[src/rtl/hash_arbiter.sv]
// Round-robin arbiter sharing one SHAKE core among N_REQ hash clients.
// Latches start pulses, launches the core with the winner's lengths and routes its traffic.
module hash_arbiter #(
  parameter int N_REQ  = 2,
  parameter int ADDR_W = 3
) (
  input  logic                  i_clk,
  input  logic                  i_rst,
  input  logic [N_REQ-1:0]      i_req_hash_start,
  input  logic [N_REQ*32-1:0]   i_req_input_length,
  input  logic [N_REQ*32-1:0]   i_req_output_length,
  input  logic [N_REQ*32-1:0]   i_req_hash_data_in,
  output logic [ADDR_W-1:0]     o_req_hash_addr,
  output logic [N_REQ-1:0]      o_req_hash_rd_en,
  output logic [31:0]           o_req_hash_data_out,
  output logic [N_REQ-1:0]      o_req_hash_data_out_valid,
  input  logic [N_REQ-1:0]      i_req_hash_data_out_ready,
  input  logic [N_REQ-1:0]      i_req_hash_force_done,
  output logic [N_REQ-1:0]      o_req_hash_force_done_ack,
  output logic [N_REQ-1:0]      o_grant,
  output logic                  o_busy,
  output logic                  o_hash_start,
  output logic [31:0]           o_hash_input_length,
  output logic [31:0]           o_hash_output_length,
  output logic [31:0]           o_hash_data_in,
  input  logic [ADDR_W-1:0]     i_hash_addr,
  input  logic                  i_hash_rd_en,
  input  logic [31:0]           i_hash_data_out,
  input  logic                  i_hash_data_out_valid,
  output logic                  o_hash_data_out_ready,
  output logic                  o_hash_force_done,
  input  logic                  i_hash_force_done_ack
);

  localparam int IDX_W = (N_REQ > 1) ? $clog2(N_REQ) : 1;

  typedef enum logic [1:0] {IDLE, LAUNCH, BUSY, RELEASE} state_t;

  state_t             state_reg, state_next;
  logic [N_REQ-1:0]   pending_reg, pending_next;
  logic [N_REQ-1:0]   grant_reg, grant_next;
  logic [IDX_W-1:0]   rr_reg, rr_next;
  logic [IDX_W-1:0]   gidx_reg, gidx_next;
  logic [31:0]        in_len_reg, in_len_next;
  logic [31:0]        out_len_reg, out_len_next;

  logic [N_REQ-1:0]   req;
  logic               win_found;
  logic [IDX_W-1:0]   win_idx;
  int                 scan_idx;
  logic               route_en;
  logic [31:0]        in_len_s  [N_REQ];
  logic [31:0]        out_len_s [N_REQ];
  logic [31:0]        data_s    [N_REQ];

  assign req      = pending_reg | i_req_hash_start;
  assign route_en = (state_reg != IDLE);

  genvar gi;
  generate
    for (gi = 0; gi < N_REQ; gi++) begin : g_req
      assign in_len_s[gi]  = i_req_input_length[32*gi +: 32];
      assign out_len_s[gi] = i_req_output_length[32*gi +: 32];
      assign data_s[gi]    = i_req_hash_data_in[32*gi +: 32];
      assign o_req_hash_rd_en[gi] =
        route_en && (gidx_reg == IDX_W'(gi)) && i_hash_rd_en;
      assign o_req_hash_data_out_valid[gi] =
        route_en && (gidx_reg == IDX_W'(gi)) && i_hash_data_out_valid;
      assign o_req_hash_force_done_ack[gi] =
        (state_reg == RELEASE) && (gidx_reg == IDX_W'(gi)) && i_hash_force_done_ack;
    end
  endgenerate

  // First requester at or above the RR pointer, wrapping around.
  always_comb begin
    win_found = 1'b0;
    win_idx   = '0;
    scan_idx  = 0;
    for (int k = 0; k < N_REQ; k++) begin
      scan_idx = int'(rr_reg) + k;
      if (scan_idx >= N_REQ) scan_idx = scan_idx - N_REQ;
      if (!win_found && req[scan_idx]) begin
        win_found = 1'b1;
        win_idx   = IDX_W'(scan_idx);
      end
    end
  end

  always_comb begin
    state_next   = state_reg;
    pending_next = pending_reg | i_req_hash_start;
    grant_next   = grant_reg;
    gidx_next    = gidx_reg;
    rr_next      = rr_reg;
    in_len_next  = in_len_reg;
    out_len_next = out_len_reg;
    case (state_reg)
      IDLE: begin
        if (win_found) begin
          grant_next            = N_REQ'(1) << win_idx;
          gidx_next             = win_idx;
          in_len_next           = in_len_s[win_idx];
          out_len_next          = out_len_s[win_idx];
          pending_next[win_idx] = 1'b0;
          rr_next    = (win_idx == IDX_W'(N_REQ-1)) ? '0 : win_idx + 1'b1;
          state_next = LAUNCH;
        end
      end
      LAUNCH:  state_next = BUSY;
      BUSY: begin
        if (i_req_hash_force_done[gidx_reg]) state_next = RELEASE;
      end
      RELEASE: begin
        if (i_hash_force_done_ack) begin
          state_next = IDLE;
          grant_next = '0;
        end
      end
      default: state_next = IDLE;
    endcase
  end

  always_ff @(posedge i_clk) begin
    if (!i_rst) begin
      state_reg   <= IDLE;
      pending_reg <= '0;
      grant_reg   <= '0;
      rr_reg      <= '0;
      gidx_reg    <= '0;
      in_len_reg  <= '0;
      out_len_reg <= '0;
    end else begin
      state_reg   <= state_next;
      pending_reg <= pending_next;
      grant_reg   <= grant_next;
      rr_reg      <= rr_next;
      gidx_reg    <= gidx_next;
      in_len_reg  <= in_len_next;
      out_len_reg <= out_len_next;
    end
  end

  assign o_grant               = grant_reg;
  assign o_busy                = route_en;
  assign o_hash_start          = (state_reg == LAUNCH);
  assign o_hash_force_done     = (state_reg == RELEASE);
  assign o_hash_input_length   = in_len_reg;
  assign o_hash_output_length  = out_len_reg;
  assign o_req_hash_addr       = i_hash_addr;
  assign o_req_hash_data_out   = i_hash_data_out;
  assign o_hash_data_in        = route_en ? data_s[gidx_reg] : 32'd0;
  assign o_hash_data_out_ready = route_en && i_req_hash_data_out_ready[gidx_reg];

endmodule
[config.mk]
export PLATFORM = sky130hd
export DESIGN_NAME = hash_arbiter
export DESIGN_NICKNAME = d
export VERILOG_FILES = /design/src/rtl/hash_arbiter.sv
export SDC_FILE = /design/constraint.sdc
export NUM_CORES = 1
export LEC_CHECK = 0
export CAP_MARGIN = 20
export CORE_AREA = 2 2 150 152
export CTS_CLUSTER_DIAMETER = 40
export DETAILED_ROUTE_END_ITERATION = 12
export DIE_AREA = 0 0 152 154
export GPL_ROUTABILITY_DRIVEN = 0
export PLACE_DENSITY_LB_ADDON = 0.3
export SLEW_MARGIN = 20
export SYNTH_ARGS = -nofsm -noshare
export SYNTH_HDL_FRONTEND = slang
export SYNTH_SLANG_ARGS = --single-unit
[constraint.sdc]
create_clock -name i_clk -period 2.1 [get_ports i_clk]
set_input_delay 0.42 -clock i_clk [delete_from_list [all_inputs] [get_ports i_clk]]
set_output_delay 0.42 -clock i_clk [all_outputs]
set_load 0.01 [all_outputs]
**Word-level counts from Yosys, hierarchy flattened**

Cells that the tools add are included.

- Bits in registers: 72
- Bits of input ports: 238
- Output and inout bits: 143
- Word-level logic and storage cells: 90

- $add $sub $neg: 4
- Order comparisons: 9
- Equality and inequality tests: 6
- Shift operators: 1
- Muxes and demuxes: 37
- Bitwise gates (word level): 6
- Reduce and logical (&&, ||, !) cells: 20

Operators by type and width:

| cell | number |
|---|---|
| 32-bit 2-to-1 mux | 12 |
| 32-bit by 3-bit less-than comparator with 1-bit output (second input constant) | 2 |
| 1-bit 2-to-1 mux | 16 |
| 1-bit logical AND | 13 |
| 2-bit 2-to-1 mux | 6 |
| 2-bit one-hot mux with 4 select lines | 1 |
| 2-bit >= comparator (second input constant) | 3 |
| 3-bit AND reduction | 2 |
| 2-bit equality test (second input constant) | 2 |
| 1-bit by 2-bit less-than comparator with 1-bit output (second input constant) | 2 |
| 2-bit != test (second input constant) | 2 |
| 1-bit NOT with 2-bit output | 2 |
| 2-bit one-hot mux with 2 select lines | 1 |
| 2-bit nonzero test | 2 |
| 1-bit by 2-bit subtractor with 3-bit output (second input constant) | 1 |
| 2-bit by 2-bit subtractor with 3-bit output (second input constant) | 1 |
| 1-bit by 1-bit adder with 2-bit output (second input constant) | 1 |
| 2-bit bitwise AND | 1 |
| 2-bit by 1-bit equality test with 1-bit output (second input constant) | 1 |
| 1-bit by 2-bit >= comparator with 1-bit output (second input constant) | 1 |
| 2-bit zero test | 1 |
| 2-bit by 1-bit != test with 1-bit output (second input constant) | 1 |
| 2-bit NOT | 1 |
| 2-bit OR | 1 |
| other kinds (7) | 7 |

**Logic depth before layout (Yosys ltp)**

- Word-level depth: 17
- Gate-level depth with buffers: 9
- Gate-level depth less buffers: 6

**Worst setup path before layout**

Ideal clock, no wire load.

- Kind: reg2out
- From: register state_reg[0]
- To: output o_hash_data_in[0]
- Arrival: 1,392 ps
- Data required time: 1,680 ps
- Path slack: 288 ps
- Stages on the path, launching flop included: 7
- Path buffers: 3
- Cells stage by stage: dfxtp_1 inv_1 ha_1 buf_2 buf_1 buf_1 nor2_1

- Word-level cells in the longest chain between the ends: 2

RTL lines:

| element | line | source |
|---|---|---|
| from (decl) | 39 | `state_t state_reg, state_next;` |
| from (signal assigned) | 133 | `state_reg <= state_next;` |
| 2-bit nonzero test | 57 | `assign route_en = (state_reg != IDLE);` |
| 32-bit 2-to-1 mux | 151 | `assign o_hash_data_in = route_en ? data_s[gidx_reg] : 32'd0;` |
| to (decl) | 25 | `output logic [31:0] o_hash_data_in,` |

No other way between the ends.

**Final worst setup path**

- From: register state_reg[1]
- To: output o_hash_data_in[21]

Same word-level chain as after synthesis.

==> impl_metrics.csv <==
group,metric,value,unit
die,die-width,152,um
sta,finalHoldWorstSlack,508.6,ps
die,coreArea,21690,um^2
synth,mappedNetlistArea,3770,um^2
synth,ys_types,31,
die,design.die.area,23410,um^2
sta,timing.final.ws_setup,128.1,ps
final_layout,n_antenna_cell,0,
final_layout,final-seq-area,1443,um^2
die,num_rows,54,
pwr,power.leakage,0.003308,uW
setup_path,crit_fanout,35,
final_layout,post_layout_utilization_of_the_core,33.23,%
sta,final-hold-violation-count,0,
clock_tree,htree_num_levels,3,
clock_tree,clock-sinks,72,
die,die_h,154,um
final_layout,proportion_of_layout_cells_with_a_drive_suffix_above_1,6.667,%
clock_tree,cts-root-buf,"sky130_fd_sc_hd__clkbuf_16",
setup_path,setup_crit_path_kind,"register to primary output",
clock_tree,clk-insertion-delay-late,340,ps
clock_tree,tritoncts,"yes",
synth,netlist.top_cell.by_area,"sky130_fd_sc_hd__dfxtp_1",
synth,yosys_most_used_dff,"sky130_fd_sc_hd__dfxtp_1",
setup_path,start_kind,"register",
job,maximum_capacitance_violations,0,
synth,most_instantiated_library_cell_after_synthesis,"sky130_fd_sc_hd__dfxtp_1",
sta,fmaxAchievable,507.1,MHz
synth,synth_sequential_area_ratio,38.23,%
pwr,power_density,1117,nW/um^2
sta,final_period_minus_worst_setup_slack,1972,ps
global_route,globalRoute.totalOverflow,0,
synth,synthTopCellsByCount,"72 x sky130_fd_sc_hd__dfxtp_1, 64 x sky130_fd_sc_hd__a21o_1, 64 x sky130_fd_sc_hd__a22o_1",
synth,synthTopCellsByArea,"sky130_fd_sc_hd__dfxtp_1 38%, sky130_fd_sc_hd__a22o_1 15%, sky130_fd_sc_hd__a21o_1 13%, sky130_fd_sc_hd__mux2i_1 9.3%, sky130_fd_sc_hd__buf_4 7.0%",
global_route,grt_pass1_vias,4063,
global_route,grt_first_pass_wirelength,22.29,mm
sta,setup_viol,0,
synth,count_of_mapped_cells_out_of_synthesis,382,
setup_path,worstSetupEndpointType,"primary output",
drt,routed_via_density,4.198,
synth,synth-warning-count,0,
global_route,grt_start_max_net_pins,40,
final_layout,layout-area-overhead-vs-synth,91.17,%
pwr,maximum_vdd_drop,0.0005541,V
drt,detail_route.wl_per_cell,15.36,um
clock_tree,cts-hold-fix-buffers,0,
placement,port_buffers,310,
clock_tree,worst_setup_hold_path_clk_slew,60,ps
placement,dpl_worst_slack,11.42,ps
sta,post-route-period-util,93.90,%
pwr,power_frac_clock,18.4,%
setup_path,cp.required,1680,ps
sta,max_slew_margin,70.42,%
sta,finalClockSkew,9.554,ps
die,floorplan.initialDensity,17.38,%
worst_hold_path,worstHoldPathType,"register to register",
final_layout,multi_input_area,1837,um^2
pwr,power.combinational.fraction,55.1,%
drt,drt_first_iter_violations,148,
setup_path,worstPathArrival,1550,ps
global_route,grt_use_total,11.94,%
final_layout,layout.filler_cells,2242,
drt,vias,3946,
placement,dpl.hpwl,10.87,mm
sta,unrepaired_setup_endpoints_after_global_routing,"false",
setup_path,setup.reg_to_reg.worst_slack,320,ps
final_layout,final_nets,898,
synth,synth.ff_latch_count,72,
status,outcome,"completed",
synth,asyncSetResetFlopFracSynth,0,%
global_route,antenna_found_initial,0,
drt,antenna_violating_nets_post_route,0,
clock_tree,bufs_on_longest_clock_path,2,
pwr,power.sequential.fraction,26.5,%
pwr,power.share.switching,35.76,%
synth,netlist.area_leader.share,38.23,%
pwr,internal_power,5171,uW
synth,synthesis.nets,625,
sta,timing.setup.tns,0,ps
synth,synth_edf_count,0,
sta,report.final.slew_viol_count,0,
drt,drc_errors,0,
pwr,net-switching-power,2878,uW
sta,max_slew.worst_pin.slew,432.5,ps
die,pin_count,381,
synth,synth.avg_cell_area,9.869,um^2
drt,first_pass_iters,4,
clock_tree,cts_made_buffers,9,
drt,routed_wirelength,14.43,mm
## power groups by stage
stage / Combinational [uW] / Sequential [uW] / Clock, uW
floorplan: 2050 / 2360 / 0
global placement: 4750 / 2150 / 0
detailed placement: 4730 / 2170 / 0
CTS: 4540 / 2140 / 1550
global route: 4800 / 2200 / 1620
finish: 4430 / 2140 / 1480
## layout by cell type (no fill, tap or decap), types with 2 or more instances in the layout
master and count:
sky130_fd_sc_hd__clkdlybuf4s50_1 270, sky130_fd_sc_hd__dfxtp_1 71, sky130_fd_sc_hd__a22o_1 64, sky130_fd_sc_hd__a21o_1 64, sky130_fd_sc_hd__dlygate4sd2_1 37, sky130_fd_sc_hd__nor2_1 36
sky130_fd_sc_hd__mux2i_1 35, sky130_fd_sc_hd__buf_4 10, sky130_fd_sc_hd__clkbuf_16 9, sky130_fd_sc_hd__buf_12 8, sky130_fd_sc_hd__o21ai_0 6, sky130_fd_sc_hd__nand2_1 5
sky130_fd_sc_hd__nor3b_1 4, sky130_fd_sc_hd__and3_1 3, sky130_fd_sc_hd__ha_1 3, sky130_fd_sc_hd__inv_6 3, sky130_fd_sc_hd__inv_1 2, sky130_fd_sc_hd__nor2b_1 2
sky130_fd_sc_hd__a21oi_1 2, sky130_fd_sc_hd__ha_2 2, sky130_fd_sc_hd__clkbuf_2 2
## final timing paths
kind,from,endpoint,cells past startpoint
setup / recovery,state_reg[1],o_hash_data_in[21],5
hold reg to reg,o_grant[0],o_grant[0],2
hold / removal,o_grant[0],o_grant[0],2
setup reg to reg,state_reg[0],o_hash_input_length[5],7
## metal layers
| metal | track usage [%] | up-vias | wire (um) |
|---|---|---|---|
| met1 | 13.73 | 1780 | 6056 |
| met5 | 0 | - | 0 |
| li1 | - | 1901 | - |
| met4 | 4.539 | 0 | 333 |
| met2 | 19.86 | 240 | 6745 |
| met3 | 4.904 | 25 | 1300 |
## timing repair
action,4_1_cts,5_1_grt
endpoints found under the setup margin,40,4
pin swaps,0,0
resized for setup,43,6
setup buffers,0,0
cloned,0,0
## cells by family after synthesis
logic type               Yosys count  synth area share [%]
AO/OA/AOI/OAI                    144                 30.30
flip-flops                        72                 38.23
adder cells (fa/ha/maj)            5                 1.659
multiplexers                      35                 9.293
buffers and inverters             69                 13.51
AND/OR/NAND/NOR                   57                 7.003
## worst max-delay path, cell delays in order, from the launching register on
cell and delay [ps]:
sky130_fd_sc_hd__dfxtp_1 310, sky130_fd_sc_hd__inv_1 100, sky130_fd_sc_hd__ha_2 230, sky130_fd_sc_hd__buf_12 200, sky130_fd_sc_hd__nor2_1 80, sky130_fd_sc_hd__dlygate4sd2_1 280
## metrics by stage
step,power [uW],cells,instance area [um^2]
after global placement,6899,924,6972
after global routing,8629,940,7207
after floorplan,4407,382,3770
after CTS,8238,940,7211
final,8049,940,7207
after detailed placement,6904,924,6972
## cell type report
class	instances	share of cell area, %
clock buffers	11	3.368
clock inverters	5	0.5382
inverters	3	0.1563
multi-input cells	241	25.49
flip-flops and latches	72	20.02
well taps	280	4.861
repair buffers	328	45.57
No activity file was read; power rests on OpenSTA's default activity.
